### src/rtl/scaler_cfg_ctrl_if.sv
// Configuration bus between a host and scaler_cfg_ctrl.
// Carries the pending window/resolution request and the active results.
interface scaler_cfg_ctrl_if #(
    parameter int INPUT_RES_WIDTH  = 11,
    parameter int OUTPUT_RES_WIDTH = 11,
    parameter int SCALE_INT_WIDTH  = 2,
    parameter int SCALE_FRAC_WIDTH = 6,
    parameter int SCALE_BITS       = SCALE_INT_WIDTH + SCALE_FRAC_WIDTH
);
    logic                        cfg_wr;
    logic [INPUT_RES_WIDTH-1:0]  cfg_xBgn;
    logic [INPUT_RES_WIDTH-1:0]  cfg_xEnd;
    logic [INPUT_RES_WIDTH-1:0]  cfg_yBgn;
    logic [INPUT_RES_WIDTH-1:0]  cfg_yEnd;
    logic [OUTPUT_RES_WIDTH-1:0] cfg_outXRes;
    logic [OUTPUT_RES_WIDTH-1:0] cfg_outYRes;
    logic                        err_clr;

    logic [INPUT_RES_WIDTH-1:0]  xBgn;
    logic [INPUT_RES_WIDTH-1:0]  xEnd;
    logic [INPUT_RES_WIDTH-1:0]  yBgn;
    logic [INPUT_RES_WIDTH-1:0]  yEnd;
    logic [OUTPUT_RES_WIDTH-1:0] outXRes;
    logic [OUTPUT_RES_WIDTH-1:0] outYRes;
    logic [SCALE_BITS-1:0]       xScale;
    logic [SCALE_BITS-1:0]       yScale;
    logic                        cfg_busy;
    logic                        cfg_vld;
    logic [3:0]                  cfg_err;

    modport master (
        output cfg_wr, cfg_xBgn, cfg_xEnd, cfg_yBgn, cfg_yEnd,
        output cfg_outXRes, cfg_outYRes, err_clr,
        input  xBgn, xEnd, yBgn, yEnd, outXRes, outYRes,
        input  xScale, yScale, cfg_busy, cfg_vld, cfg_err
    );

    modport slave (
        input  cfg_wr, cfg_xBgn, cfg_xEnd, cfg_yBgn, cfg_yEnd,
        input  cfg_outXRes, cfg_outYRes, err_clr,
        output xBgn, xEnd, yBgn, yEnd, outXRes, outYRes,
        output xScale, yScale, cfg_busy, cfg_vld, cfg_err
    );
endinterface

### src/rtl/scaler_cfg_ctrl.sv
// Scaler configuration controller: validates a crop/output request at a
// frame boundary and derives fixed-point scale factors by serial division.
module scaler_cfg_ctrl #(
    parameter int INPUT_RES_WIDTH  = 11,
    parameter int OUTPUT_RES_WIDTH = 11,
    parameter int SCALE_INT_WIDTH  = 2,
    parameter int SCALE_FRAC_WIDTH = 6,
    parameter int SCALE_BITS       = SCALE_INT_WIDTH + SCALE_FRAC_WIDTH
) (
    input  logic               clka,
    input  logic               rst,
    input  logic               iVsyn,
    scaler_cfg_ctrl_if.slave   bus
);
    localparam int IW = INPUT_RES_WIDTH;
    localparam int OW = OUTPUT_RES_WIDTH;
    localparam int FW = SCALE_FRAC_WIDTH;
    localparam int SB = SCALE_BITS;
    localparam int N  = IW + 1 + FW;
    localparam int CW = $clog2(N);

    typedef enum logic [2:0] {
        S_IDLE,
        S_CHECK,
        S_DIV_X,
        S_DIV_Y,
        S_COMMIT
    } state_t;

    state_t        r_state;
    logic          r_vsyn_d;
    logic          r_pend;

    logic [IW-1:0] r_p_xb, r_p_xe, r_p_yb, r_p_ye;
    logic [OW-1:0] r_p_ox, r_p_oy;

    logic [IW-1:0] r_s_xb, r_s_xe, r_s_yb, r_s_ye;
    logic [OW-1:0] r_s_ox, r_s_oy;
    logic [IW:0]   r_wid_y;

    logic [N-1:0]  r_dvd;
    logic [OW-1:0] r_rem;
    logic [N-2:0]  r_quo;
    logic [CW-1:0] r_cnt;
    logic [SB-1:0] r_sc_x;
    logic [SB-1:0] r_sc_y;

    logic [IW-1:0] r_xb, r_xe, r_yb, r_ye;
    logic [OW-1:0] r_ox, r_oy;
    logic [SB-1:0] r_xs, r_ys;
    logic          r_busy;
    logic          r_vld;
    logic [3:0]    r_err;

    logic          w_frame;
    logic          w_rev;
    logic          w_zero;
    logic [IW:0]   w_wid_x;
    logic [IW:0]   w_wid_y;
    logic [OW-1:0] w_divisor;
    logic [OW:0]   w_rem_sh;
    logic          w_ge;
    logic [OW-1:0] w_rem_sub;
    logic [OW-1:0] w_rem_nxt;
    logic [N-1:0]  w_quo_nxt;
    logic          w_sat;
    logic [SB-1:0] w_scale;
    logic          w_last;
    logic          w_div;
    logic [3:0]    w_err_set;

    assign w_frame = iVsyn & ~r_vsyn_d;

    // Validity is judged on the pending copy, which CHECK snapshots.
    assign w_rev  = (r_p_xe < r_p_xb) | (r_p_ye < r_p_yb);
    assign w_zero = (r_p_ox == '0) | (r_p_oy == '0);

    assign w_wid_x = {1'b0, r_p_xe} - {1'b0, r_p_xb} + (IW+1)'(1);
    assign w_wid_y = {1'b0, r_p_ye} - {1'b0, r_p_yb} + (IW+1)'(1);

    // Restoring division step; remainder stays below the divisor.
    assign w_divisor = (r_state == S_DIV_Y) ? r_s_oy : r_s_ox;
    assign w_rem_sh  = {r_rem, r_dvd[N-1]};
    assign w_ge      = w_rem_sh >= {1'b0, w_divisor};
    assign w_rem_sub = w_rem_sh[OW-1:0] - w_divisor;
    assign w_rem_nxt = w_ge ? w_rem_sub : w_rem_sh[OW-1:0];
    assign w_quo_nxt = {r_quo, w_ge};

    assign w_sat   = |w_quo_nxt[N-1:SB];
    assign w_scale = w_sat ? {SB{1'b1}} : w_quo_nxt[SB-1:0];
    assign w_last  = r_cnt == CW'(N - 1);
    assign w_div   = (r_state == S_DIV_X) | (r_state == S_DIV_Y);

    assign w_err_set[0] = (r_state == S_CHECK) & w_rev;
    assign w_err_set[1] = (r_state == S_CHECK) & w_zero;
    assign w_err_set[2] = (r_state != S_IDLE) & w_frame;
    assign w_err_set[3] = w_div & w_last & w_sat;

    // Pending request: latest write wins, CHECK consumes it.
    always_ff @(posedge clka) begin
        if (rst) begin
            r_pend <= 1'b0;
            r_p_xb <= '0;
            r_p_xe <= '0;
            r_p_yb <= '0;
            r_p_ye <= '0;
            r_p_ox <= '0;
            r_p_oy <= '0;
        end else if (bus.cfg_wr) begin
            r_pend <= 1'b1;
            r_p_xb <= bus.cfg_xBgn;
            r_p_xe <= bus.cfg_xEnd;
            r_p_yb <= bus.cfg_yBgn;
            r_p_ye <= bus.cfg_yEnd;
            r_p_ox <= bus.cfg_outXRes;
            r_p_oy <= bus.cfg_outYRes;
        end else if (r_state == S_CHECK) begin
            r_pend <= 1'b0;
        end
    end

    always_ff @(posedge clka) begin
        if (rst) begin
            r_state  <= S_IDLE;
            r_vsyn_d <= 1'b0;
            r_busy   <= 1'b0;
            r_vld    <= 1'b0;
            r_err    <= '0;
            r_s_xb   <= '0;
            r_s_xe   <= '0;
            r_s_yb   <= '0;
            r_s_ye   <= '0;
            r_s_ox   <= '0;
            r_s_oy   <= '0;
            r_wid_y  <= '0;
            r_dvd    <= '0;
            r_rem    <= '0;
            r_quo    <= '0;
            r_cnt    <= '0;
            r_sc_x   <= '0;
            r_sc_y   <= '0;
            r_xb     <= '0;
            r_xe     <= '0;
            r_yb     <= '0;
            r_ye     <= '0;
            r_ox     <= '0;
            r_oy     <= '0;
            r_xs     <= '0;
            r_ys     <= '0;
        end else begin
            r_vsyn_d <= iVsyn;
            r_vld    <= 1'b0;
            r_err    <= (bus.err_clr ? 4'b0 : r_err) | w_err_set;
            unique case (r_state)
                S_IDLE: begin
                    if (w_frame && (r_pend || bus.cfg_wr)) begin
                        r_state <= S_CHECK;
                        r_busy  <= 1'b1;
                    end
                end
                S_CHECK: begin
                    r_s_xb  <= r_p_xb;
                    r_s_xe  <= r_p_xe;
                    r_s_yb  <= r_p_yb;
                    r_s_ye  <= r_p_ye;
                    r_s_ox  <= r_p_ox;
                    r_s_oy  <= r_p_oy;
                    r_wid_y <= w_wid_y;
                    r_dvd   <= {w_wid_x, {FW{1'b0}}};
                    r_rem   <= '0;
                    r_quo   <= '0;
                    r_cnt   <= '0;
                    if (w_rev || w_zero) begin
                        r_state <= S_IDLE;
                        r_busy  <= 1'b0;
                    end else begin
                        r_state <= S_DIV_X;
                    end
                end
                S_DIV_X: begin
                    r_rem <= w_rem_nxt;
                    r_quo <= w_quo_nxt[N-2:0];
                    r_dvd <= {r_dvd[N-2:0], 1'b0};
                    r_cnt <= r_cnt + CW'(1);
                    if (w_last) begin
                        r_sc_x  <= w_scale;
                        r_dvd   <= {r_wid_y, {FW{1'b0}}};
                        r_rem   <= '0;
                        r_quo   <= '0;
                        r_cnt   <= '0;
                        r_state <= S_DIV_Y;
                    end
                end
                S_DIV_Y: begin
                    r_rem <= w_rem_nxt;
                    r_quo <= w_quo_nxt[N-2:0];
                    r_dvd <= {r_dvd[N-2:0], 1'b0};
                    r_cnt <= r_cnt + CW'(1);
                    if (w_last) begin
                        r_sc_y  <= w_scale;
                        r_state <= S_COMMIT;
                    end
                end
                S_COMMIT: begin
                    r_xb    <= r_s_xb;
                    r_xe    <= r_s_xe;
                    r_yb    <= r_s_yb;
                    r_ye    <= r_s_ye;
                    r_ox    <= r_s_ox;
                    r_oy    <= r_s_oy;
                    r_xs    <= r_sc_x;
                    r_ys    <= r_sc_y;
                    r_vld   <= 1'b1;
                    r_busy  <= 1'b0;
                    r_state <= S_IDLE;
                end
                default: begin
                    r_state <= S_IDLE;
                    r_busy  <= 1'b0;
                end
            endcase
        end
    end

    assign bus.xBgn     = r_xb;
    assign bus.xEnd     = r_xe;
    assign bus.yBgn     = r_yb;
    assign bus.yEnd     = r_ye;
    assign bus.outXRes  = r_ox;
    assign bus.outYRes  = r_oy;
    assign bus.xScale   = r_xs;
    assign bus.yScale   = r_ys;
    assign bus.cfg_busy = r_busy;
    assign bus.cfg_vld  = r_vld;
    assign bus.cfg_err  = r_err;

endmodule

### src/flat_wrapper.sv
// flat-port wrapper written by rule: the top's interface ports become plain ports
module scaler_cfg_ctrl_flat 
#(
    parameter int INPUT_RES_WIDTH  = 11,
    parameter int OUTPUT_RES_WIDTH = 11,
    parameter int SCALE_INT_WIDTH  = 2,
    parameter int SCALE_FRAC_WIDTH = 6,
    parameter int SCALE_BITS       = SCALE_INT_WIDTH + SCALE_FRAC_WIDTH
)
  (clka, rst, iVsyn, bus_cfg_wr, bus_cfg_xBgn, bus_cfg_xEnd, bus_cfg_yBgn, bus_cfg_yEnd, bus_cfg_outXRes, bus_cfg_outYRes, bus_err_clr, bus_xBgn, bus_xEnd, bus_yBgn, bus_yEnd, bus_outXRes, bus_outYRes, bus_xScale, bus_yScale, bus_cfg_busy, bus_cfg_vld, bus_cfg_err);
  scaler_cfg_ctrl_if #(.INPUT_RES_WIDTH(INPUT_RES_WIDTH), .OUTPUT_RES_WIDTH(OUTPUT_RES_WIDTH), .SCALE_INT_WIDTH(SCALE_INT_WIDTH), .SCALE_FRAC_WIDTH(SCALE_FRAC_WIDTH), .SCALE_BITS(SCALE_BITS)) bus_i ();
  input  logic clka;
  input  logic rst;
  input  logic iVsyn;
  input wire logic [$bits(bus_i.cfg_wr)-1:0] bus_cfg_wr;
  input wire logic [$bits(bus_i.cfg_xBgn)-1:0] bus_cfg_xBgn;
  input wire logic [$bits(bus_i.cfg_xEnd)-1:0] bus_cfg_xEnd;
  input wire logic [$bits(bus_i.cfg_yBgn)-1:0] bus_cfg_yBgn;
  input wire logic [$bits(bus_i.cfg_yEnd)-1:0] bus_cfg_yEnd;
  input wire logic [$bits(bus_i.cfg_outXRes)-1:0] bus_cfg_outXRes;
  input wire logic [$bits(bus_i.cfg_outYRes)-1:0] bus_cfg_outYRes;
  input wire logic [$bits(bus_i.err_clr)-1:0] bus_err_clr;
  output wire logic [$bits(bus_i.xBgn)-1:0] bus_xBgn;
  output wire logic [$bits(bus_i.xEnd)-1:0] bus_xEnd;
  output wire logic [$bits(bus_i.yBgn)-1:0] bus_yBgn;
  output wire logic [$bits(bus_i.yEnd)-1:0] bus_yEnd;
  output wire logic [$bits(bus_i.outXRes)-1:0] bus_outXRes;
  output wire logic [$bits(bus_i.outYRes)-1:0] bus_outYRes;
  output wire logic [$bits(bus_i.xScale)-1:0] bus_xScale;
  output wire logic [$bits(bus_i.yScale)-1:0] bus_yScale;
  output wire logic [$bits(bus_i.cfg_busy)-1:0] bus_cfg_busy;
  output wire logic [$bits(bus_i.cfg_vld)-1:0] bus_cfg_vld;
  output wire logic [$bits(bus_i.cfg_err)-1:0] bus_cfg_err;
  assign bus_i.cfg_wr = bus_cfg_wr;
  assign bus_i.cfg_xBgn = bus_cfg_xBgn;
  assign bus_i.cfg_xEnd = bus_cfg_xEnd;
  assign bus_i.cfg_yBgn = bus_cfg_yBgn;
  assign bus_i.cfg_yEnd = bus_cfg_yEnd;
  assign bus_i.cfg_outXRes = bus_cfg_outXRes;
  assign bus_i.cfg_outYRes = bus_cfg_outYRes;
  assign bus_i.err_clr = bus_err_clr;
  assign bus_xBgn = bus_i.xBgn;
  assign bus_xEnd = bus_i.xEnd;
  assign bus_yBgn = bus_i.yBgn;
  assign bus_yEnd = bus_i.yEnd;
  assign bus_outXRes = bus_i.outXRes;
  assign bus_outYRes = bus_i.outYRes;
  assign bus_xScale = bus_i.xScale;
  assign bus_yScale = bus_i.yScale;
  assign bus_cfg_busy = bus_i.cfg_busy;
  assign bus_cfg_vld = bus_i.cfg_vld;
  assign bus_cfg_err = bus_i.cfg_err;
  scaler_cfg_ctrl #(.INPUT_RES_WIDTH(INPUT_RES_WIDTH), .OUTPUT_RES_WIDTH(OUTPUT_RES_WIDTH), .SCALE_INT_WIDTH(SCALE_INT_WIDTH), .SCALE_FRAC_WIDTH(SCALE_FRAC_WIDTH), .SCALE_BITS(SCALE_BITS)) u_core (.clka(clka), .rst(rst), .iVsyn(iVsyn), .bus(bus_i));
endmodule
### config.mk
export PLATFORM = sky130hd
export DESIGN_NAME = scaler_cfg_ctrl_flat
export DESIGN_NICKNAME = d
export VERILOG_FILES = /design/src/rtl/scaler_cfg_ctrl_if.sv /design/src/rtl/scaler_cfg_ctrl.sv /design/src/flat_wrapper.sv
export SDC_FILE = /design/constraint.sdc
export NUM_CORES = 1
export LEC_CHECK = 0
export ABC_CLOCK_PERIOD_IN_PS = 2700
export CORE_MARGIN = 2
export CORE_UTILIZATION = 25
export CTS_CLUSTER_SIZE = 12
export DETAILED_ROUTE_END_ITERATION = 7
export GPL_TIMING_DRIVEN = 0
export PLACE_DENSITY = 0.47
export RECOVER_POWER = 50
export SYNTH_ARGS = -nofsm -noshare
export SYNTH_HDL_FRONTEND = slang
export SYNTH_SLANG_ARGS = --single-unit
### constraint.sdc
create_clock -name clka -period 2.7 [get_ports clka]
set_clock_uncertainty 0.05 [all_clocks]
set_input_delay 0.81 -clock clka [delete_from_list [all_inputs] [get_ports clka]]
set_output_delay 0.81 -clock clka [all_outputs]
set_load 0.1 [all_outputs]
==> impl_metrics.py, run 1 <==
metrics = {
    "power": {
        "p_switching_mw": 2.75,
        "powerDensity_nw_per_um2": 638,
        "p_comb_share_pct": 11.6,
        "pwr-share-seq_pct": 41.7,
        "swShare_pct": 24.9,
        "ir_drop_mv": 0.421,
        "clockPowerShare_pct": 46.7,
        "p_leak_nw": 6.82,
        "internal_power_mw": 8.32,
    },
    "placed_design": {
        "pre_cts_slack_ns": -0.638,
        "gp_congestion": 0.841,
        "dp_hpwl_um": 31400,
        "postPlaceCellArea_um2": 15500,
        "placed_cells": 2376,
        "io_buffer_count": 156,
    },
    "timing": {
        "fin_crit_ns": 2.79,
        "timing.final.crit_share_pct": 103,
        "worst_pin_slew_ns": 1.14,
        "setup_viol_count_final": 8,
        "hold_violations": 0,
        "relSlewSlack_pct": 24.2,
        "timing.setup.tns_ns": -0.328,
        "worst_slack_ns": -0.0915,
        "rsz0062_at_grt": "yes",
        "drv_slew": 0,
        "hold_ws_ns": 0.400,
        "max_freq_ghz": 0.358,
    },
    "worst_setup_path": {
        "r2r_setup_slack_ns": -0.09,
        "crit_slowest_cell": "dfxtp_4",
        "end_kind": "register",
        "path_max_fanout": 5,
        "worstPathCellList": "inv_8 -> nor2_4 -> nand2_4 -> buf_12 -> mux2i_4 -> ha_4 -> a21oi_4 -> nand3_2 -> a21oi_2 -> o21a_4 -> buf_12 -> buf_12 -> mux2i_2 -> o21ai_1",
        "max_stage_delay_ns": 0.38,
        "worstSetupPathType": "register to register",
        "cp-start-kind": "register",
        "arrival_ns": 3.17,
        "cp_data_required_time_ns": 3.08,
        "cp_common_cell": "buf_12",
    },
    "yosys": {
        "synthFlopType": "dfxtp_1",
        "synth_edf_count": 0,
        "yosysMostFrequentCell": "nand2_1",
        "ys_async_sr_fraction_pct": 0,
        "synthTopCellsByArea": "dfxtp_1 (46%), nand2_1 (10%), a21oi_1 (7.4%)",
        "synth.top_cells.by_count": "nand2_1 (349), dfxtp_1 (298), a21oi_1 (193)",
        "netlist_instances": 1540,
        "ys_ff_latch": 298,
        "synth_area_per_cell_um2": 8.46,
        "synth_seq_area_share_pct": 45.8,
        "synth_top_cell_by_area": "dfxtp_1",
        "synth_top_area_share_pct": 45.8,
        "synth_cell_types": 66,
        "yosysWarnings": 0,
        "synth_nets": 1681,
        "synthesis.area_um2": 13000,
    },
    "hold_path": {
        "hold_class": "register to register",
    },
    "layout": {
        "final_area_um2": 17300,
        "drive_gt1_share_pct": 11.2,
        "reg_top3": "u_core.r_quo: 17 flops, u_core.r_dvd: 12 flops, u_core.r_wid_y: 12 flops",
        "largest_reg_flops": 17,
        "area_growth_pct": 33.2,
        "top_register": "u_core.r_quo",
        "fin_nets": 1906,
        "final_cells": 2470,
    },
    "status": {
        "status": "finished, violations left",
        "violations": "negative setup slack",
    },
    "grt": {
        "antenna_found_initial": 2,
        "overflow": 0,
        "grt_pass1_vias": 11000,
        "grt_pass1_wl_um": 63400,
        "grt_max_degree": 12,
        "grt_use_total_pct": 15.3,
    },
    "detailed_routing": {
        "drc_errors": 0,
        "avgRoutedWirePerCell_um": 17.0,
        "drt_wl_total_um": 42000,
        "vias": 11200,
        "routed_via_density": 4.55,
        "ant_nets": 0,
        "drt_iter0_drc": 545,
        "dr.pass1.iters": 6,
    },
    "clock_tree": {
        "htreeDepth": 2,
        "clock_tree.root_cell": "clkbuf_16",
        "numCtsBuffers": 37,
        "cts_tree": "built",
        "clkSinkCount": 298,
        "clk-insertion-delay-late_ns": 0.55,
        "clk_path_buf_depth": 3,
        "clkTransAtPathRegs_ns": 0.06,
    },
    "die": {
        "design.core.area_um2": 51400,
        "start_util_pct": 25.3,
        "die_h_um": 232,
        "rows": 83,
        "ios": 159,
        "dieWidth_um": 232,
        "die_area_um2": 54000,
    },
    "job": {
        "maxCapViolations": 0,
    },
}
-- per-stage QoR --
stage	utilization (%)	power [mW]
after floorplan	-	5.45
after global placement	30.1	5.86
after detailed placement	30.1	5.86
after CTS	33.3	11.2
after global routing	33.7	11.5
final	33.7	11.1
-- layer usage --
layer | up-vias | global-route usage (%) | share of wire [%]
met4 | 2 | 4.35 | 2.4
met3 | 63 | 3.50 | 4.8
met1 | 5275 | 19.9 | 46
met2 | 213 | 25.3 | 47
met5 | - | 0 | 0.029
li1 | 5678 | - | -
-- cell type report --
cell class	instances	area [um2]
diodes	1	2.50
plain buffers	93	428
clock buffers	52	1060
clock inverters	11	186
fillers	5372	34100
inverters	55	214
multi-input cells	1092	6820
flip-flops and latches	298	5980
well taps	680	851
repair buffers	188	1800
-- kinds of logic (layout without fill, tap and decap cells) --
kind of cell | Yosys count | count (layout) | synth area share [%]
XOR/XNOR | 19 | 19 | 1.28
AND/OR/NAND/NOR | 583 | 583 | 18.6
other | 0 | 1 | 0
multiplexers | 88 | 88 | 6.80
flip-flops | 298 | 298 | 45.8
adder cells (fa/ha/maj) | 70 | 70 | 7.36
buffers and inverters | 150 | 399 | 4.83
AO/OA/AOI/OAI | 332 | 332 | 15.3
-- timing repair --
| item | 4_1_cts | 5_1_grt |
|---|---|---|
| hold buffers | 0 | 0 |
| pin swaps | 18 | 33 |
| gates resized for setup | 153 | 50 |
| setup endpoints to repair | 113 | 24 |
| gates cloned | 2 | 0 |
| setup buffers | 21 | 9 |
-- power by group through the flow --
stage | Clock (mW) | Combinational, mW | Sequential, mW
3_3_place_gp | 0 | 1.15 | 4.70
6_report | 5.17 | 1.29 | 4.61
4_1_cts | 5.32 | 1.24 | 4.61
5_1_grt | 5.48 | 1.42 | 4.62
3_5_place_dp | 0 | 1.16 | 4.71
2_1_floorplan | 0 | 0.765 | 4.68
-- worst max-delay path, delay by kind of cell (launching register included) --
kind | cells | cell delay, ns
AO/OA/AOI/OAI | 4 | 0.66
buffers and inverters | 4 | 0.46
multiplexers | 2 | 0.43
AND/OR/NAND/NOR | 3 | 0.39
flip-flops | 1 | 0.38
adder cells (fa/ha/maj) | 1 | 0.29
-- layout by cell type, fill, tap and decap left out, drive strengths merged, types with 6 or more instances in the layout --
cell	count
nand2	350
dfxtp	298
a21oi	194
nor2	148
clkbuf	120
dlygate4sd2	85
mux2i	84
clkdlybuf4s50	68
ha	59
buf	57
inv	56
o21ai	37
a211oi	23
nand3	18
a22oi	17
nor3	16
nor2b	15
xnor2	14
a221oi	11
fa	11
nor4	9
a21o	8
and3	6
o21a	6
-- path summary, 6_finish.rpt --
kind	from	endpoint	depth (start not counted)
max	u_core.r_state[1]	u_core.r_rem[8]	14
min	u_core.bus.xBgn[1]	u_core.bus.xBgn[1]	2
min reg2reg	u_core.bus.xBgn[1]	u_core.bus.xBgn[1]	2
max reg2reg	u_core.r_state[1]	u_core.r_rem[8]	14
(Power assumes the default switching activity.)
==> inputs of run 2 (changes only) <==
CTS_CLUSTER_DIAMETER = 100   (was unset)
==> run 2 against run 1 <==
- the flow still finishes with violations (negative setup slack)
- count of clock-buffer cells in the layout is 22 lower
- combinational power about the same
- die area did not move
- worst setup slack better by 0.030 ns
- wire length is 0.15% lower
- utilization shrank 0.94 points
- global-route usage shrank 0.17 points
- first-iteration DRC count up 0.92%
- via count shrank 0.66%
- largest cell class unchanged
- highest routed layer unchanged
==> impl_metrics.py, run 2 (same netlist as run 1, synthesis figures left out) <==
metrics = {
    "status": {
        "violations": "negative setup slack",
        "status": "finished, violations left",
    },
    "layout": {
        "top_register": "u_core.r_quo",
        "n_antenna_cell": 0,
        "fillers": 5426,
        "drive_gt1_share_pct": 10.2,
        "area_growth_pct": 29.5,
        "largest_reg_flops": 17,
        "reg_top3": "u_core.r_quo: 17 flops, u_core.r_dvd: 12 flops, u_core.r_wid_y: 12 flops",
        "fin_nets": 1896,
        "final_common_cell": "nand2_1",
        "final_cells": 2435,
        "final_cell_mix": "nand2_1 (346), dfxtp_1 (291), a21oi_1 (185)",
    },
    "power": {
        "powerDensity_nw_per_um2": 563,
        "p_leak_nw": 6.55,
        "ir_drop_mv": 0.447,
        "total_power_mw": 9.49,
    },
    "clock_tree": {
        "clock_tree.root_cell": "clkbuf_16",
        "clk_path_buf_depth": 3,
        "htreeDepth": 1,
        "clk-insertion-delay-late_ns": 0.56,
        "clkSinkCount": 298,
        "cts_tree": "built",
        "numCtsBuffers": 28,
        "clkTransAtPathRegs_ns": 0.07,
        "cts_hold_buf": 0,
    },
    "die": {
        "start_util_pct": 25.3,
        "die_area_um2": 54000,
        "design.core.area_um2": 51400,
        "die_h_um": 232,
        "dieWidth_um": 232,
        "ios": 159,
        "rows": 83,
    },
    "timing": {
        "rsz0062_at_grt": "yes",
        "fin_crit_ns": 2.76,
        "worst_slack_ns": -0.0619,
        "drv_slew": 0,
        "timing.final.crit_share_pct": 102,
        "relSlewSlack_pct": 24.0,
        "setup_viol_count_final": 5,
        "hold_violations": 0,
        "max_freq_ghz": 0.362,
        "worst_pin_slew_ns": 1.14,
    },
    "grt": {
        "overflow": 0,
        "grt_use_total_pct": 15.1,
        "grt_max_degree": 14,
        "grt_pass1_vias": 11000,
        "grt_pass1_wl_um": 63300,
        "antenna_found_initial": 1,
    },
    "detailed_routing": {
        "routed_via_density": 4.58,
        "drc_errors": 0,
        "vias": 11200,
        "avgRoutedWirePerCell_um": 17.2,
        "dr.pass1.iters": 5,
        "drt_wl_total_um": 41900,
        "drt_iter0_drc": 550,
        "ant_nets": 0,
    },
    "worst_setup_path": {
        "end_kind": "register",
        "cp-start-kind": "register",
        "cp_data_required_time_ns": 3.15,
        "arrival_ns": 3.21,
        "path_max_fanout": 5,
        "worstSetupPathType": "register to register",
    },
    "placed_design": {
        "io_buffer_count": 156,
        "dp_hpwl_um": 31400,
        "pre_cts_slack_ns": -0.638,
        "placed_cells": 2376,
        "gp_congestion": 0.841,
    },
    "hold_path": {
        "hold_class": "register to register",
    },
    "job": {
        "maxCapViolations": 0,
    },
}
[run 2: metrics by stage]
| step | utilization [%] | area [um2] | hold slack (ns) | setup TNS [ns] |
|---|---|---|---|---|
| global placement | 30.1 | 15500 | 0.396 | -12.03 |
| global route | 32.8 | 16900 | 0.423 | -1.95 |
| detailed placement | 30.1 | 15500 | 0.397 | -12.38 |
| finish | 32.8 | 16900 | 0.400 | -0.171 |
| floorplan | - | 13000 | 0.379 | 0 |
| CTS | 32.3 | 16600 | 0.404 | -0.162 |
[run 2: timing repair]
action	in CTS	in global routing
pin swaps	20	34
setup endpoints to repair	112	25
gates cloned	2	0
resized for setup	156	51
setup buffers	21	8
[run 2: worst paths after layout]
kind	startpoint	to	slack, ns	cells past startpoint
worst min register to register	u_core.bus.xBgn[1]	u_core.bus.xBgn[1]	0.40	2
worst max-delay path	u_core.r_state[1]	u_core.r_rem[7]	-0.06	14
worst min-delay path	u_core.bus.xBgn[1]	u_core.bus.xBgn[1]	0.40	2
worst max register to register	u_core.r_state[1]	u_core.r_rem[7]	-0.06	14
[run 2: final cells by class]
cell class / instances / area (um2) / area share, %
buffer: 93 / 428 / 2.54
clock buffer: 30 / 739 / 4.38
inverter: 55 / 214 / 1.27
multi-input combinational: 1092 / 6860 / 40.7
sequential: 298 / 5980 / 35.4
tap: 680 / 851 / 5.04
timing repair buffer: 187 / 1790 / 10.6
[run 2: layer usage]
metal	wire length, um	share of wire (%)	global-route usage, %
met5	12	0.029	0
met4	886	2.1	3.41
met3	1800	4.3	2.63
met2	19700	47	25.5
met1	19500	46	20.1
[run 2: critical path, stage by stage (launching register included)]
cell and delay [ns]:
dfxtp_4 0.38, inv_8 0.03, nor2_4 0.15, nand2_4 0.14, mux2_4 0.35, ha_4 0.17
inv_2 0.05, fa_2 0.20, nand3_2 0.09, nand3_2 0.09, a21oi_2 0.06, o21a_4 0.23
buf_6 0.13, or4_1 0.50, nand2_1 0.08
[run 2: power by group]
part | switching, mW | internal [mW]
combinational | 0.718 | 0.602
clock | 1.66 | 1.90
sequential | 0.101 | 4.51
total | 2.48 | 7.01
